[src/rtl/vehicle_status_monitor_pkg.sv]
// vehicle_status_pkg: shared trip state type and default widths/thresholds.
package vehicle_status_pkg;
  typedef enum logic [1:0] {IDLE, DRIVING, ARRIVED} trip_state_t;
  localparam int TEMP_W_D   = 8;
  localparam int TEMP_HI_D  = 90;
  localparam int TEMP_LO_D  = 80;
  localparam int DEBOUNCE_D = 3;
  localparam int FUEL_W_D   = 8;
  localparam int DIST_W_D   = 16;
endpackage

[src/rtl/vehicle_status_monitor_if.sv]
// vehicle_status_monitor_if: sensor inputs and status flags of the monitor.
interface vehicle_status_monitor_if
  import vehicle_status_pkg::*;
#(
  parameter int TEMP_W = TEMP_W_D,
  parameter int FUEL_W = FUEL_W_D,
  parameter int DIST_W = DIST_W_D
) ();
  logic              temp_valid;
  logic [TEMP_W-1:0] temp;
  logic              fuel_refill;
  logic              fuel_burn;
  logic              dest_load;
  logic [DIST_W-1:0] dest_dist;
  logic              odo_tick;
  logic              cpu_overheated;
  logic              gas_tank_empty;
  logic [FUEL_W-1:0] fuel_level;
  logic              arrived;
  logic [DIST_W-1:0] remaining;
  modport master (
    output temp_valid, temp, fuel_refill, fuel_burn, dest_load, dest_dist, odo_tick,
    input  cpu_overheated, gas_tank_empty, fuel_level, arrived, remaining
  );
  modport slave (
    input  temp_valid, temp, fuel_refill, fuel_burn, dest_load, dest_dist, odo_tick,
    output cpu_overheated, gas_tank_empty, fuel_level, arrived, remaining
  );
endinterface

[src/rtl/vehicle_status_monitor_temp_hysteresis.sv]
// temp_hysteresis: debounced overheat flag with separate assert/clear thresholds.
module temp_hysteresis #(
  parameter int TEMP_W   = 8,
  parameter int TEMP_HI  = 90,
  parameter int TEMP_LO  = 80,
  parameter int DEBOUNCE = 3
) (
  input  logic              clk,
  input  logic              areset,
  input  logic              i_temp_valid,
  input  logic [TEMP_W-1:0] i_temp,
  output logic              o_ovh
);
  localparam int CW = DEBOUNCE > 1 ? $clog2(DEBOUNCE) : 1;
  localparam logic [TEMP_W-1:0] HI = TEMP_W'(TEMP_HI);
  localparam logic [TEMP_W-1:0] LO = TEMP_W'(TEMP_LO);
  logic [CW-1:0] r_cnt;
  logic          r_ovh;
  logic          w_qual;
  logic          w_last;
  // the threshold that qualifies a sample depends on which side we are on
  assign w_qual = r_ovh ? (i_temp <= LO) : (i_temp >= HI);
  assign w_last = r_cnt == CW'(DEBOUNCE - 1);
  assign o_ovh  = r_ovh;
  always_ff @(posedge clk or posedge areset) begin
    if (areset) begin
      r_cnt <= '0;
      r_ovh <= 1'b0;
    end else if (i_temp_valid) begin
      r_cnt <= (w_qual && !w_last) ? r_cnt + CW'(1) : '0;
      r_ovh <= r_ovh ^ (w_qual && w_last);
    end
  end
endmodule

[src/rtl/vehicle_status_monitor.sv]
// vehicle_status_monitor: registered overheat, fuel and trip-arrival status flags.
module vehicle_status_monitor
  import vehicle_status_pkg::*;
#(
  parameter int TEMP_W   = TEMP_W_D,
  parameter int TEMP_HI  = TEMP_HI_D,
  parameter int TEMP_LO  = TEMP_LO_D,
  parameter int DEBOUNCE = DEBOUNCE_D,
  parameter int FUEL_W   = FUEL_W_D,
  parameter int DIST_W   = DIST_W_D
) (
  input logic                     clk,
  input logic                     areset,
  vehicle_status_monitor_if.slave bus
);
  trip_state_t       r_state;
  trip_state_t       w_state_n;
  logic [DIST_W-1:0] r_rem;
  logic [DIST_W-1:0] w_rem_n;
  logic [FUEL_W-1:0] r_fuel;
  logic [FUEL_W-1:0] w_fuel_n;
  temp_hysteresis #(
    .TEMP_W(TEMP_W), .TEMP_HI(TEMP_HI), .TEMP_LO(TEMP_LO), .DEBOUNCE(DEBOUNCE)
  ) u_temp (
    .clk(clk),
    .areset(areset),
    .i_temp_valid(bus.temp_valid),
    .i_temp(bus.temp),
    .o_ovh(bus.cpu_overheated)
  );
  assign w_fuel_n = bus.fuel_refill ? '1 :
                    (bus.fuel_burn && r_fuel != '0) ? r_fuel - FUEL_W'(1) : r_fuel;
  // a load always beats a same-cycle tick; ticks only count while driving with fuel
  always_comb begin
    w_state_n = r_state;
    w_rem_n   = r_rem;
    if (bus.dest_load) begin
      w_state_n = bus.dest_dist != '0 ? DRIVING : ARRIVED;
      w_rem_n   = bus.dest_dist;
    end else if (r_state == DRIVING && bus.odo_tick && r_fuel != '0) begin
      w_state_n = r_rem == DIST_W'(1) ? ARRIVED : DRIVING;
      w_rem_n   = r_rem - DIST_W'(1);
    end
  end
  always_ff @(posedge clk or posedge areset) begin
    if (areset) begin
      r_state <= IDLE;
      r_rem   <= '0;
      r_fuel  <= '0;
    end else begin
      r_state <= w_state_n;
      r_rem   <= w_rem_n;
      r_fuel  <= w_fuel_n;
    end
  end
  assign bus.fuel_level     = r_fuel;
  assign bus.gas_tank_empty = r_fuel == '0;
  assign bus.arrived        = r_state != DRIVING;
  assign bus.remaining      = r_rem;
endmodule

[src/flat_wrapper.sv]
// flat-port wrapper written by rule: the top's interface ports become plain ports
module vehicle_status_monitor_flat import vehicle_status_pkg::*;
#(
  parameter int TEMP_W   = TEMP_W_D,
  parameter int TEMP_HI  = TEMP_HI_D,
  parameter int TEMP_LO  = TEMP_LO_D,
  parameter int DEBOUNCE = DEBOUNCE_D,
  parameter int FUEL_W   = FUEL_W_D,
  parameter int DIST_W   = DIST_W_D
)
  (clk, areset, bus_temp_valid, bus_temp, bus_fuel_refill, bus_fuel_burn, bus_dest_load, bus_dest_dist, bus_odo_tick, bus_cpu_overheated, bus_gas_tank_empty, bus_fuel_level, bus_arrived, bus_remaining);
  vehicle_status_monitor_if #(.TEMP_W(TEMP_W), .FUEL_W(FUEL_W), .DIST_W(DIST_W)) bus_i ();
  input logic clk;
  input logic areset;
  input wire logic [$bits(bus_i.temp_valid)-1:0] bus_temp_valid;
  input wire logic [$bits(bus_i.temp)-1:0] bus_temp;
  input wire logic [$bits(bus_i.fuel_refill)-1:0] bus_fuel_refill;
  input wire logic [$bits(bus_i.fuel_burn)-1:0] bus_fuel_burn;
  input wire logic [$bits(bus_i.dest_load)-1:0] bus_dest_load;
  input wire logic [$bits(bus_i.dest_dist)-1:0] bus_dest_dist;
  input wire logic [$bits(bus_i.odo_tick)-1:0] bus_odo_tick;
  output wire logic [$bits(bus_i.cpu_overheated)-1:0] bus_cpu_overheated;
  output wire logic [$bits(bus_i.gas_tank_empty)-1:0] bus_gas_tank_empty;
  output wire logic [$bits(bus_i.fuel_level)-1:0] bus_fuel_level;
  output wire logic [$bits(bus_i.arrived)-1:0] bus_arrived;
  output wire logic [$bits(bus_i.remaining)-1:0] bus_remaining;
  assign bus_i.temp_valid = bus_temp_valid;
  assign bus_i.temp = bus_temp;
  assign bus_i.fuel_refill = bus_fuel_refill;
  assign bus_i.fuel_burn = bus_fuel_burn;
  assign bus_i.dest_load = bus_dest_load;
  assign bus_i.dest_dist = bus_dest_dist;
  assign bus_i.odo_tick = bus_odo_tick;
  assign bus_cpu_overheated = bus_i.cpu_overheated;
  assign bus_gas_tank_empty = bus_i.gas_tank_empty;
  assign bus_fuel_level = bus_i.fuel_level;
  assign bus_arrived = bus_i.arrived;
  assign bus_remaining = bus_i.remaining;
  vehicle_status_monitor #(.TEMP_W(TEMP_W), .TEMP_HI(TEMP_HI), .TEMP_LO(TEMP_LO), .DEBOUNCE(DEBOUNCE), .FUEL_W(FUEL_W), .DIST_W(DIST_W)) u_core (.clk(clk), .areset(areset), .bus(bus_i));
endmodule
[config.mk]
export PLATFORM = sky130hd
export DESIGN_NAME = vehicle_status_monitor_flat
export DESIGN_NICKNAME = d
export VERILOG_FILES = /design/src/rtl/vehicle_status_monitor_pkg.sv /design/src/rtl/vehicle_status_monitor_if.sv /design/src/rtl/vehicle_status_monitor_temp_hysteresis.sv /design/src/rtl/vehicle_status_monitor.sv /design/src/flat_wrapper.sv
export SDC_FILE = /design/constraint.sdc
export NUM_CORES = 1
export LEC_CHECK = 0
export BUFFER_PORTS_ARGS = -buffer_cell sky130_fd_sc_hd__buf_2
export CAP_MARGIN = 5
export CORE_MARGIN = 2
export CORE_UTILIZATION = 45
export DETAILED_ROUTE_END_ITERATION = 7
export PLACE_DENSITY = 0.83
export SETUP_SLACK_MARGIN = 0.02
export SLEW_MARGIN = 20
export SYNTH_ARGS = -nofsm -noshare
export SYNTH_HDL_FRONTEND = slang
export SYNTH_SLANG_ARGS = --single-unit
[constraint.sdc]
create_clock -name clk -period 2.3 [get_ports clk]
set_input_delay 0 -clock clk [delete_from_list [all_inputs] [get_ports clk]]
set_output_delay 0 -clock clk [all_outputs]
set_load 0.01 [all_outputs]
==> results of run 1 <==
==> critical path, stage by stage (launching register included) <==
cell and delay [ns]:
dfrtp_1 0.38, inv_1 0.11, ha_1 0.16, or3b_2 0.57, o21ai_0 0.42, nor2_1 0.08, a211o_1 0.27
==> layout make-up <==
cell class | instances | area share [%]
clock buffers | 6 | 3.07
clock inverters | 2 | 0.424
inverters | 11 | 1.75
multi-input cells | 149 | 42.4
flip-flops and latches | 29 | 30.7
well taps | 48 | 2.54
repair buffers | 76 | 19.2
==> what timing repair did <==
| action | CTS | global route |
|---|---|---|
| setup endpoints to repair | 0 | 5 |
| setup buffers | 0 | 0 |
| resized for setup | 0 | 1 |
| hold buffers | 10 | 0 |
| hold endpoints to repair | 38 | 0 |
==> layer usage <==
layer | up-vias | GRT usage [%] | share of wire [%]
li1 | 904 | - | -
met5 | - | 0 | 0
met3 | 5 | 5.67 | 5.8
met1 | 871 | 31.5 | 48
met2 | 67 | 33.9 | 46
met4 | 0 | 6.38 | 0.95
==> state kept, by name, indices dropped and copies added, names as in the netlist <==
| register | cells |
|---|---|
| u_core.u_temp.o_ovh | 1 |
| u_core.r_state | 2 |
| u_core.bus.remaining | 16 |
| u_core.u_temp.r_cnt | 2 |
| u_core.bus.fuel_level | 8 |
==> logic make-up after synthesis <==
| group | count (synthesis) |
|---|---|
| mux | 2 |
| xor+xnor | 11 |
| flops | 29 |
| buf+inv | 19 |
| simple gates | 82 |
| compound gates | 49 |
| fa+ha+maj | 5 |
==> worst max path at each step <==
stage                                   from                        to  slack, ns  cells after the start
global placement     u_core.bus.remaining[3]  u_core.bus.remaining[10]       0.17                      4
global route        u_core.bus.fuel_level[0]  u_core.bus.fuel_level[1]       0.03                      6
floorplan            u_core.bus.remaining[2]         u_core.r_state[0]       0.21                      6
CTS                  u_core.bus.remaining[3]  u_core.bus.remaining[15]        0.1                      4
detailed placement   u_core.bus.remaining[3]  u_core.bus.remaining[11]       0.12                      4
finish              u_core.bus.fuel_level[0]  u_core.bus.fuel_level[1]       0.18                      6
==> metrics by stage <==
stage	hold WS, ns	util (%)	total power [uW]	area (sq um)	cells
final	0.00511	63.1	1410	2360	321
after global routing	0.0182	63.1	1510	2360	321
after CTS	0.00529	63.1	1420	2360	321
after detailed placement	0.0880	58.3	1010	2180	303
after global placement	0.0914	58.3	994	2180	303
after floorplan	0.0781	-	856	1800	197
==> placed cells by master, fill, tap and decap left out, types with 2 or more instances in the layout <==
master | synthesis | routed
nor4b_1 | 2 | 2
nand2b_1 | 8 | 8
a211oi_1 | 2 | 2
nor2_1 | 20 | 20
buf_2 | 1 | 57
o211ai_1 | 6 | 6
a21oi_1 | 3 | 3
or4_1 | 10 | 10
nor4_1 | 4 | 4
nand4_1 | 2 | 2
inv_1 | 10 | 10
clkinv_2 | 0 | 2
nor3_1 | 4 | 4
nand2_1 | 9 | 9
a31oi_1 | 8 | 8
clkbuf_8 | 0 | 5
o31ai_1 | 5 | 5
nand4b_1 | 2 | 2
xor2_1 | 7 | 7
nand3_1 | 6 | 6
dfrtp_1 | 29 | 29
o21ai_0 | 9 | 9
xnor2_1 | 4 | 4
ha_1 | 5 | 5
o2111ai_1 | 3 | 3
or3_1 | 4 | 4
dlygate4sd3_1 | 0 | 10
o221ai_1 | 2 | 2
buf_4 | 0 | 9
o41ai_1 | 3 | 3
==> where the power goes <==
group	switching, uW	internal [uW]	total, uW
Combinational	212	177	389
Clock	184	209	393
Sequential	55.5	571	626
==> flow_summary.yaml, run 1 <==
yosys:
  synth-simple-area-share_pct: 26.2
  synth_top_area_cell: "dfrtp_1"
  synth_xor_area_share_pct: 5.35
  synth_cell_types: 50
  synthesis.area_sq_um: 1800
  ys_ff_latch: 29
  syn_nets: 233
  yosysTopAreaCellShare_pct: 40.3
  netlist_top_cells_count: "dfrtp_1 (29), nor2_1 (20), inv_1 (10), or4_1 (10)"
  synth_area_leaders: "dfrtp_1 (40%), nor2_1 (4.2%), or4_1 (4.2%), ha_1 (3.5%), xor2_1 (3.4%)"
  syn-mean-instance-area_sq_um: 9.14
  yosysSeqAreaShare_pct: 40.3
  synthesis.instances: 197
  synthFlopType: "dfrtp_1"
  yosysMostFrequentCell: "dfrtp_1"
  ys_async_sr_fraction_pct: 100
  synthAdderAreaFrac_pct: 3.47
  synth_mux_area_share_pct: 1.18
  synth_edf_count: 0
  yosysWarnings: 0
  synth_compound_area_share_pct: 19.4
  synth_top_family_by_area: "simple AND/OR/NAND/NOR gates"
routing:
  vias: 1847
  drc: 0
  ant_nets: 0
  first_pass_iters: 4
  initialDrtViolationCount: 77
  wire_per_inst_um: 14.5
  drt_wl_total_um: 4650
  avgViaCountPerCell: 5.75
critical_path:
  r2r_end: "u_core.bus.fuel_level[1]"
  reg2regPathDepth: 6
  cp-end-kind: "flop"
  cp_max_fo: 11
  r2r_start: "u_core.bus.fuel_level[0]"
  worstPathRequired_ns: 2.46
  cp.arrival_ns: 2.28
  worstSetupPathType: "reg2reg"
  r2r_setup_slack_ns: 0.18
  cp-start-kind: "flop"
placed_design:
  gp_congestion: 0.813
  port_buffers: 57
  post-place-ws_ns: 0.124
  dp_hpwl_um: 3480
finish:
  drive_gt1_share_pct: 28.6
  ff_latch_area_sq_um: 726
  layout.nets: 308
  multi_input_area_sq_um: 1000
  antenna_cells: 0
  fillers: 315
  syn2layout_area_growth_pct: 31.3
timing:
  setup_viol: 0
  min_period_ns: 2.12
  max_clock_freq_ghz: 0.472
  relSlewSlack_pct: 61.5
  finalSetupTns_ns: 0
  maxSlewViolCount: 0
  fin_worst_skew_ns: 0.0113
  setup_slack_ns: 0.181
  tightest_slew_ns: 0.576
  fin_crit_sh_pct: 92.1
  hold_viol: 0
  rsz0062_at_grt: "false"
die:
  num_rows: 22
  dieHeight_um: 67.3
  die_w_um: 67.3
  ios: 58
  initial_core_util_pct: 48.1
  core_area_sq_um: 3740
  fp.dieArea_sq_um: 4520
clocking:
  cts_tree: "done"
  cts_buffers: 5
  clkSlewWorstSetupHoldPaths_ns: 0.06
  cts_sinks: 29
  htreeDepth: 2
  clock_latency_ns: 0.28
  clock_path_buffers: 2
  root_buffer: "clkbuf_8"
grt:
  first_global_vias: 1659
  antenna_found_initial: 0
  grt.overflow.total: 0
  grt_usage_pct: 22.3
  grt_start_max_net_pins: 30
  grt_pass1_wl_um: 7600
hold_path:
  worstHoldPathCells: 2
  min_to: "u_core.bus.fuel_level[4]"
  hold_path_class: "in2reg"
  holdCritStartpoint: "bus_fuel_refill"
flow_run:
  max-cap-violations: 0
pwr:
  leakage_uw: 0.000995
  p_per_area_nw_per_um2: 596
  vdd_drop_max_mv: 0.434
run_status:
  status: "complete, no violations"
Note: power is estimated with default switching activity, not from simulation.
==> run 2: changes to the inputs <==
--- a/config.mk
+++ b/config.mk
@@ -10,6 +10,7 @@
 export CORE_MARGIN = 2
 export CORE_UTILIZATION = 45
 export DETAILED_ROUTE_END_ITERATION = 7
+export GPL_TIMING_DRIVEN = 0
 export PLACE_DENSITY = 0.83
 export SETUP_SLACK_MARGIN = 0.02
 export SLEW_MARGIN = 20
==> run 2 against run 1 <==
  * Clock skew is 0.0036 ns lower
  * Maximum frequency is 2.3% lower
  * Design area is 1.2% higher
  * Cell count is 0.62% higher
  * Sequential power is 1% higher
  * Global-route usage is 0.23 points higher
  * Critical path depth stayed put
  * Utilization is 0.74 points higher
  * Critical path type unchanged
==> flow_summary.yaml, run 2 (synthesis results as in run 1) <==
timing:
  fin_crit_sh_pct: 94.3
  finalSetupTns_ns: 0
  min_period_ns: 2.17
  rsz0062_at_grt: "true"
  whs_ns: 0.00873
  setup_viol: 0
  max_clock_freq_ghz: 0.461
  setup_slack_ns: 0.131
  hold_viol: 0
  fin_worst_skew_ns: 0.00771
  relSlewSlack_pct: 47.3
  maxSlewViolCount: 0
  tightest_slew_ns: 0.784
clocking:
  root_buffer: "clkbuf_8"
  clock_path_buffers: 2
  clock_latency_ns: 0.28
  cts_buffers: 5
  cts_sinks: 29
  htreeDepth: 2
  clkSlewWorstSetupHoldPaths_ns: 0.06
  cts_tree: "done"
routing:
  vias: 1898
  drt_wl_total_um: 4830
  first_pass_iters: 4
  avgViaCountPerCell: 5.88
  wire_per_inst_um: 15.0
  drc: 0
  initialDrtViolationCount: 95
  ant_nets: 0
die:
  die_w_um: 67.3
  initial_core_util_pct: 48.1
  ios: 58
  dieHeight_um: 67.3
  core_area_sq_um: 3740
  num_rows: 22
  fp.dieArea_sq_um: 4520
grt:
  grt_usage_pct: 22.5
  grt.overflow.total: 0
  first_global_vias: 1673
  antenna_found_initial: 0
  grt_start_max_net_pins: 30
  grt_pass1_wl_um: 7570
finish:
  antenna_cells: 0
  layout_commonest_cell: "buf_2"
  syn2layout_area_growth_pct: 32.8
  fin_util_pct: 63.9
  drive_gt1_share_pct: 28.4
  fillers: 346
  layout.nets: 310
  largest_reg_flops: 16
  final_cell_mix: "buf_2 (59), dfrtp_1 (27), nor2_1 (20)"
critical_path:
  worstSetupPathType: "reg2reg"
  cp.arrival_ns: 2.33
  cp_max_fo: 10
  worstPathRequired_ns: 2.46
  cp-start-kind: "flop"
  r2r_end: "u_core.r_state[0]"
  r2r_setup_slack_ns: 0.13
  reg2regPathDepth: 6
  r2r_start: "u_core.bus.remaining[3]"
  cp-end-kind: "flop"
placed_design:
  dp_hpwl_um: 3410
  gp_congestion: 0.819
  post-place-ws_ns: -0.0537
  port_buffers: 57
hold_path:
  min_to: "u_core.bus.remaining[10]"
  hold_path_class: "in2reg"
  worstHoldPathCells: 3
  holdCritStartpoint: "bus_dest_dist[10]"
run_status:
  status: "complete, no violations"
pwr:
  p_per_area_nw_per_um2: 613
  vdd_drop_max_mv: 0.428
  leakage_uw: 0.000990
flow_run:
  max-cap-violations: 0
-- run 2: changes by cell type in the layout (fill, tap and decap cells not counted), sizes merged --
cell,before,now
dlygate4sd3,10,13
buf,66,61
clkinv,3,2
clkbuf,6,11
-- run 2: power breakdown --
group | leakage, uW | internal, uW | switching [uW]
clock network | 0.0000542 | 270 | 185
registers | 0.000317 | 572 | 63.4
logic | 0.000619 | 173 | 204
-- run 2: critical path, cell delays in order (launching register included) --
cell and delay (ns):
dfrtp_2 0.44, or4_4 0.55, or2_0 0.20, buf_2 0.16
buf_4 0.18, o32a_1 0.36, o22a_1 0.16
-- run 2: worst max path at each step --
stage	start	to	slack, ns	depth (start not counted)
2_1_floorplan	u_core.bus.remaining[2]	u_core.r_state[0]	0.21	6
3_3_place_gp	u_core.bus.fuel_level[0]	u_core.bus.remaining[8]	0.04	7
3_5_place_dp	u_core.bus.fuel_level[0]	u_core.bus.remaining[8]	-0.05	7
4_1_cts	u_core.bus.fuel_level[0]	u_core.bus.fuel_level[1]	0.08	7
5_1_grt	u_core.bus.fuel_level[0]	u_core.bus.fuel_level[1]	0.007	7
6_report	u_core.bus.remaining[3]	u_core.r_state[0]	0.13	6
-- run 2: per-layer routing --
metal  vias up  global-route usage, %  share of wire (%)
met3         2                   7.50                9.6
met4         0                   6.38               0.43
met5         -                      0                  0
met2        95                   34.3                 45
li1        907                      -                  -
met1       894                   30.8                 45
-- run 2: area by class of cell --
cell class | count | area [sq um] | share of cell area (%)
buffer | 7 | 32.5 | 1.36
clock buffer | 7 | 96.3 | 4.03
clock inverter | 1 | 5.00 | 0.209
inverter | 11 | 41.3 | 1.73
multi-input combinational | 149 | 1000 | 42.0
sequential | 29 | 728 | 30.5
tap | 48 | 60.1 | 2.51
timing repair buffer | 71 | 423 | 17.7
-- run 2: timing repair --
action | CTS | global route
setup buffers | 0 | 1
gates resized for setup | 2 | 8
endpoints found under the setup margin | 5 | 12
hold buffers | 13 | 0
endpoints found under the hold margin | 41 | 0
pin swaps | 0 | 1
-- run 2: stage by stage --
stage	power, uW	cell area [sq um]	std cells
after global routing	1570	2390	323
final	1470	2390	323
after floorplan	856	1800	197
after global placement	980	2150	302
after detailed placement	994	2150	302
after CTS	1480	2380	323
==> run 3: changes to the inputs <==
--- a/config.mk
+++ b/config.mk
@@ -11,7 +11,7 @@
 export CORE_UTILIZATION = 45
 export DETAILED_ROUTE_END_ITERATION = 7
 export GPL_TIMING_DRIVEN = 0
-export PLACE_DENSITY = 0.83
+export PLACE_DENSITY = 0.72
 export SETUP_SLACK_MARGIN = 0.02
 export SLEW_MARGIN = 20
 export SYNTH_ARGS = -nofsm -noshare
==> run 3 against run 2 <==
  * Wire length decreased by 3.7%
  * Non-clock buffer count decreased by 1
  * Maximum frequency decreased by 1.2%
  * Critical path depth unchanged
  * Sequential cell count unchanged
  * First-iteration DRC count increased by 9.5%
  * Utilization increased by 1.2 points
  * Setup slack got worse by 0.027 ns
  * Register-to-register slack got worse by 0.03 ns
  * Hold slack improved by 0.0024 ns
  * Critical path type unchanged
  * Critical endpoint unchanged
  * Largest cell class unchanged
  * Highest routed layer unchanged
==> flow_summary.yaml, run 3 (synthesis results as in run 1) <==
hold_path:
  worstHoldPathCells: 3
  holdCritStartpoint: "bus_dest_dist[12]"
  hold_path_class: "in2reg"
  min_to: "u_core.bus.remaining[12]"
finish:
  antenna_cells: 0
  fin_util_pct: 65.1
  layout.nets: 309
  layout_commonest_cell: "buf_2"
  final_cell_mix: "buf_2 (57), dfrtp_1 (27), nor2_1 (20)"
  drive_gt1_share_pct: 30.7
  largest_reg_flops: 16
  syn2layout_area_growth_pct: 35.3
  stdcell_area_sq_um: 2440
  stdcell_count: 322
clocking:
  root_buffer: "clkbuf_8"
  htreeDepth: 2
  cts_buffers: 5
  cts_sinks: 29
  clkSlewWorstSetupHoldPaths_ns: 0.07
  clock_path_buffers: 2
  clock_latency_ns: 0.28
  cts_tree: "done"
timing:
  hold_viol: 0
  rsz0062_at_grt: "false"
  tightest_slew_ns: 0.629
  maxSlewViolCount: 0
  fin_crit_sh_pct: 95.5
  max_clock_freq_ghz: 0.455
  fin_worst_skew_ns: 0.00775
  relSlewSlack_pct: 57.5
  setup_viol: 0
  setup_slack_ns: 0.104
  min_period_ns: 2.20
routing:
  wire_per_inst_um: 14.4
  drt_wl_total_um: 4650
  drc: 0
  avgViaCountPerCell: 5.67
  wl_met1_um: 2220
  route.met3.wl_um: 354
  ant_nets: 0
  first_pass_iters: 4
  initialDrtViolationCount: 104
  vias: 1827
  dr_wl_met2_um: 1980
  topRoutingLayerUsed: "met4"
placed_design:
  place_area_sq_um: 2150
  gp_congestion: 0.850
  post-place-ws_ns: -0.0110
  dp_hpwl_um: 3370
  place_inst: 302
  port_buffers: 57
critical_path:
  worstPathRequired_ns: 2.46
  r2r_start: "u_core.bus.remaining[3]"
  slowest_stage: "or4_4"
  cp.arrival_ns: 2.36
  r2r_setup_slack_ns: 0.10
  worstSetupPathType: "reg2reg"
  cp_max_fo: 10
  critPathMaxStageDelay_ns: 0.55
  r2r_end: "u_core.r_state[0]"
  cp-end-kind: "flop"
  cp-start-kind: "flop"
  reg2regPathDepth: 6
  crit_chain: "or4_4 > or2_0 > clkbuf_2 > buf_4 > o32a_1 > o22a_1"
grt:
  antenna_found_initial: 0
  grt_pass1_wl_um: 7580
  grt_start_max_net_pins: 30
  first_global_vias: 1680
  grt.overflow.total: 0
  grt_usage_pct: 22.4
pwr:
  finalPower_uw: 1630
  p_per_area_nw_per_um2: 670
  leakage_uw: 0.00101
  vdd_drop_max_mv: 0.530
die:
  die_w_um: 67.3
  fp.dieArea_sq_um: 4520
  num_rows: 22
  initial_core_util_pct: 48.1
  dieHeight_um: 67.3
  core_area_sq_um: 3740
  ios: 58
run_status:
  status: "complete, no violations"
flow_run:
  max-cap-violations: 0
[run 3: where the power goes]
group,internal (uW),switching (uW),total (uW)
combinational,175,199,374
sequential,571,61.8,633
clock,430,195,625
total,1180,456,1630
[run 3: through the flow]
stage                     hold WS (ns)  setup TNS [ns]
after floorplan                 0.0781               0
after global placement           0.231         -0.0122
after detailed placement         0.117         -0.0110
after CTS                      0.00484               0
after global routing            0.0176               0
final                           0.0111               0
[run 3: worst max-delay path, delay by kind of cell, from the launching register on]
family	cells	cell delay (ns)
flops	1	0.44
simple gates	2	0.76
compound gates	2	0.53
buf+inv	2	0.34
[run 3: how the worst max path moves through the flow]
stage / endpoint / cells after the start / from / slack [ns]
after floorplan: u_core.r_state[0] / 6 / u_core.bus.remaining[2] / 0.21
after global placement: u_core.bus.remaining[8] / 7 / u_core.bus.fuel_level[0] / -0.01
after detailed placement: u_core.bus.remaining[8] / 7 / u_core.bus.fuel_level[0] / -0.01
after CTS: u_core.bus.remaining[12] / 6 / u_core.bus.remaining[2] / 0.05
after global routing: u_core.r_state[0] / 6 / u_core.bus.remaining[3] / 0.03
final: u_core.r_state[0] / 6 / u_core.bus.remaining[3] / 0.10
[run 3: timing repair]
item,in CTS,in global routing
buffers inserted,0,2
resized for setup,2,12
setup endpoints to repair,7,12
pin swaps,0,1
hold buffers,11,0
endpoints found under the hold margin,40,0
[run 3: cell type report]
cell class                 count  area, sq um
fill                         334         1310
multi-input combinational    149         1030
sequential                    29          728
timing repair buffer          70          410
clock buffer                   5         68.8
clock inverter                 3         65.1
tap                           48         60.1
inverter                      11         41.3
buffer                         7         33.8
[run 3: routing by layer]
metal,global-route usage [%],vias up
met4,9.95,0
met5,0,-
met3,5.83,11
met2,33.3,66
met1,30.6,846
li1,-,904
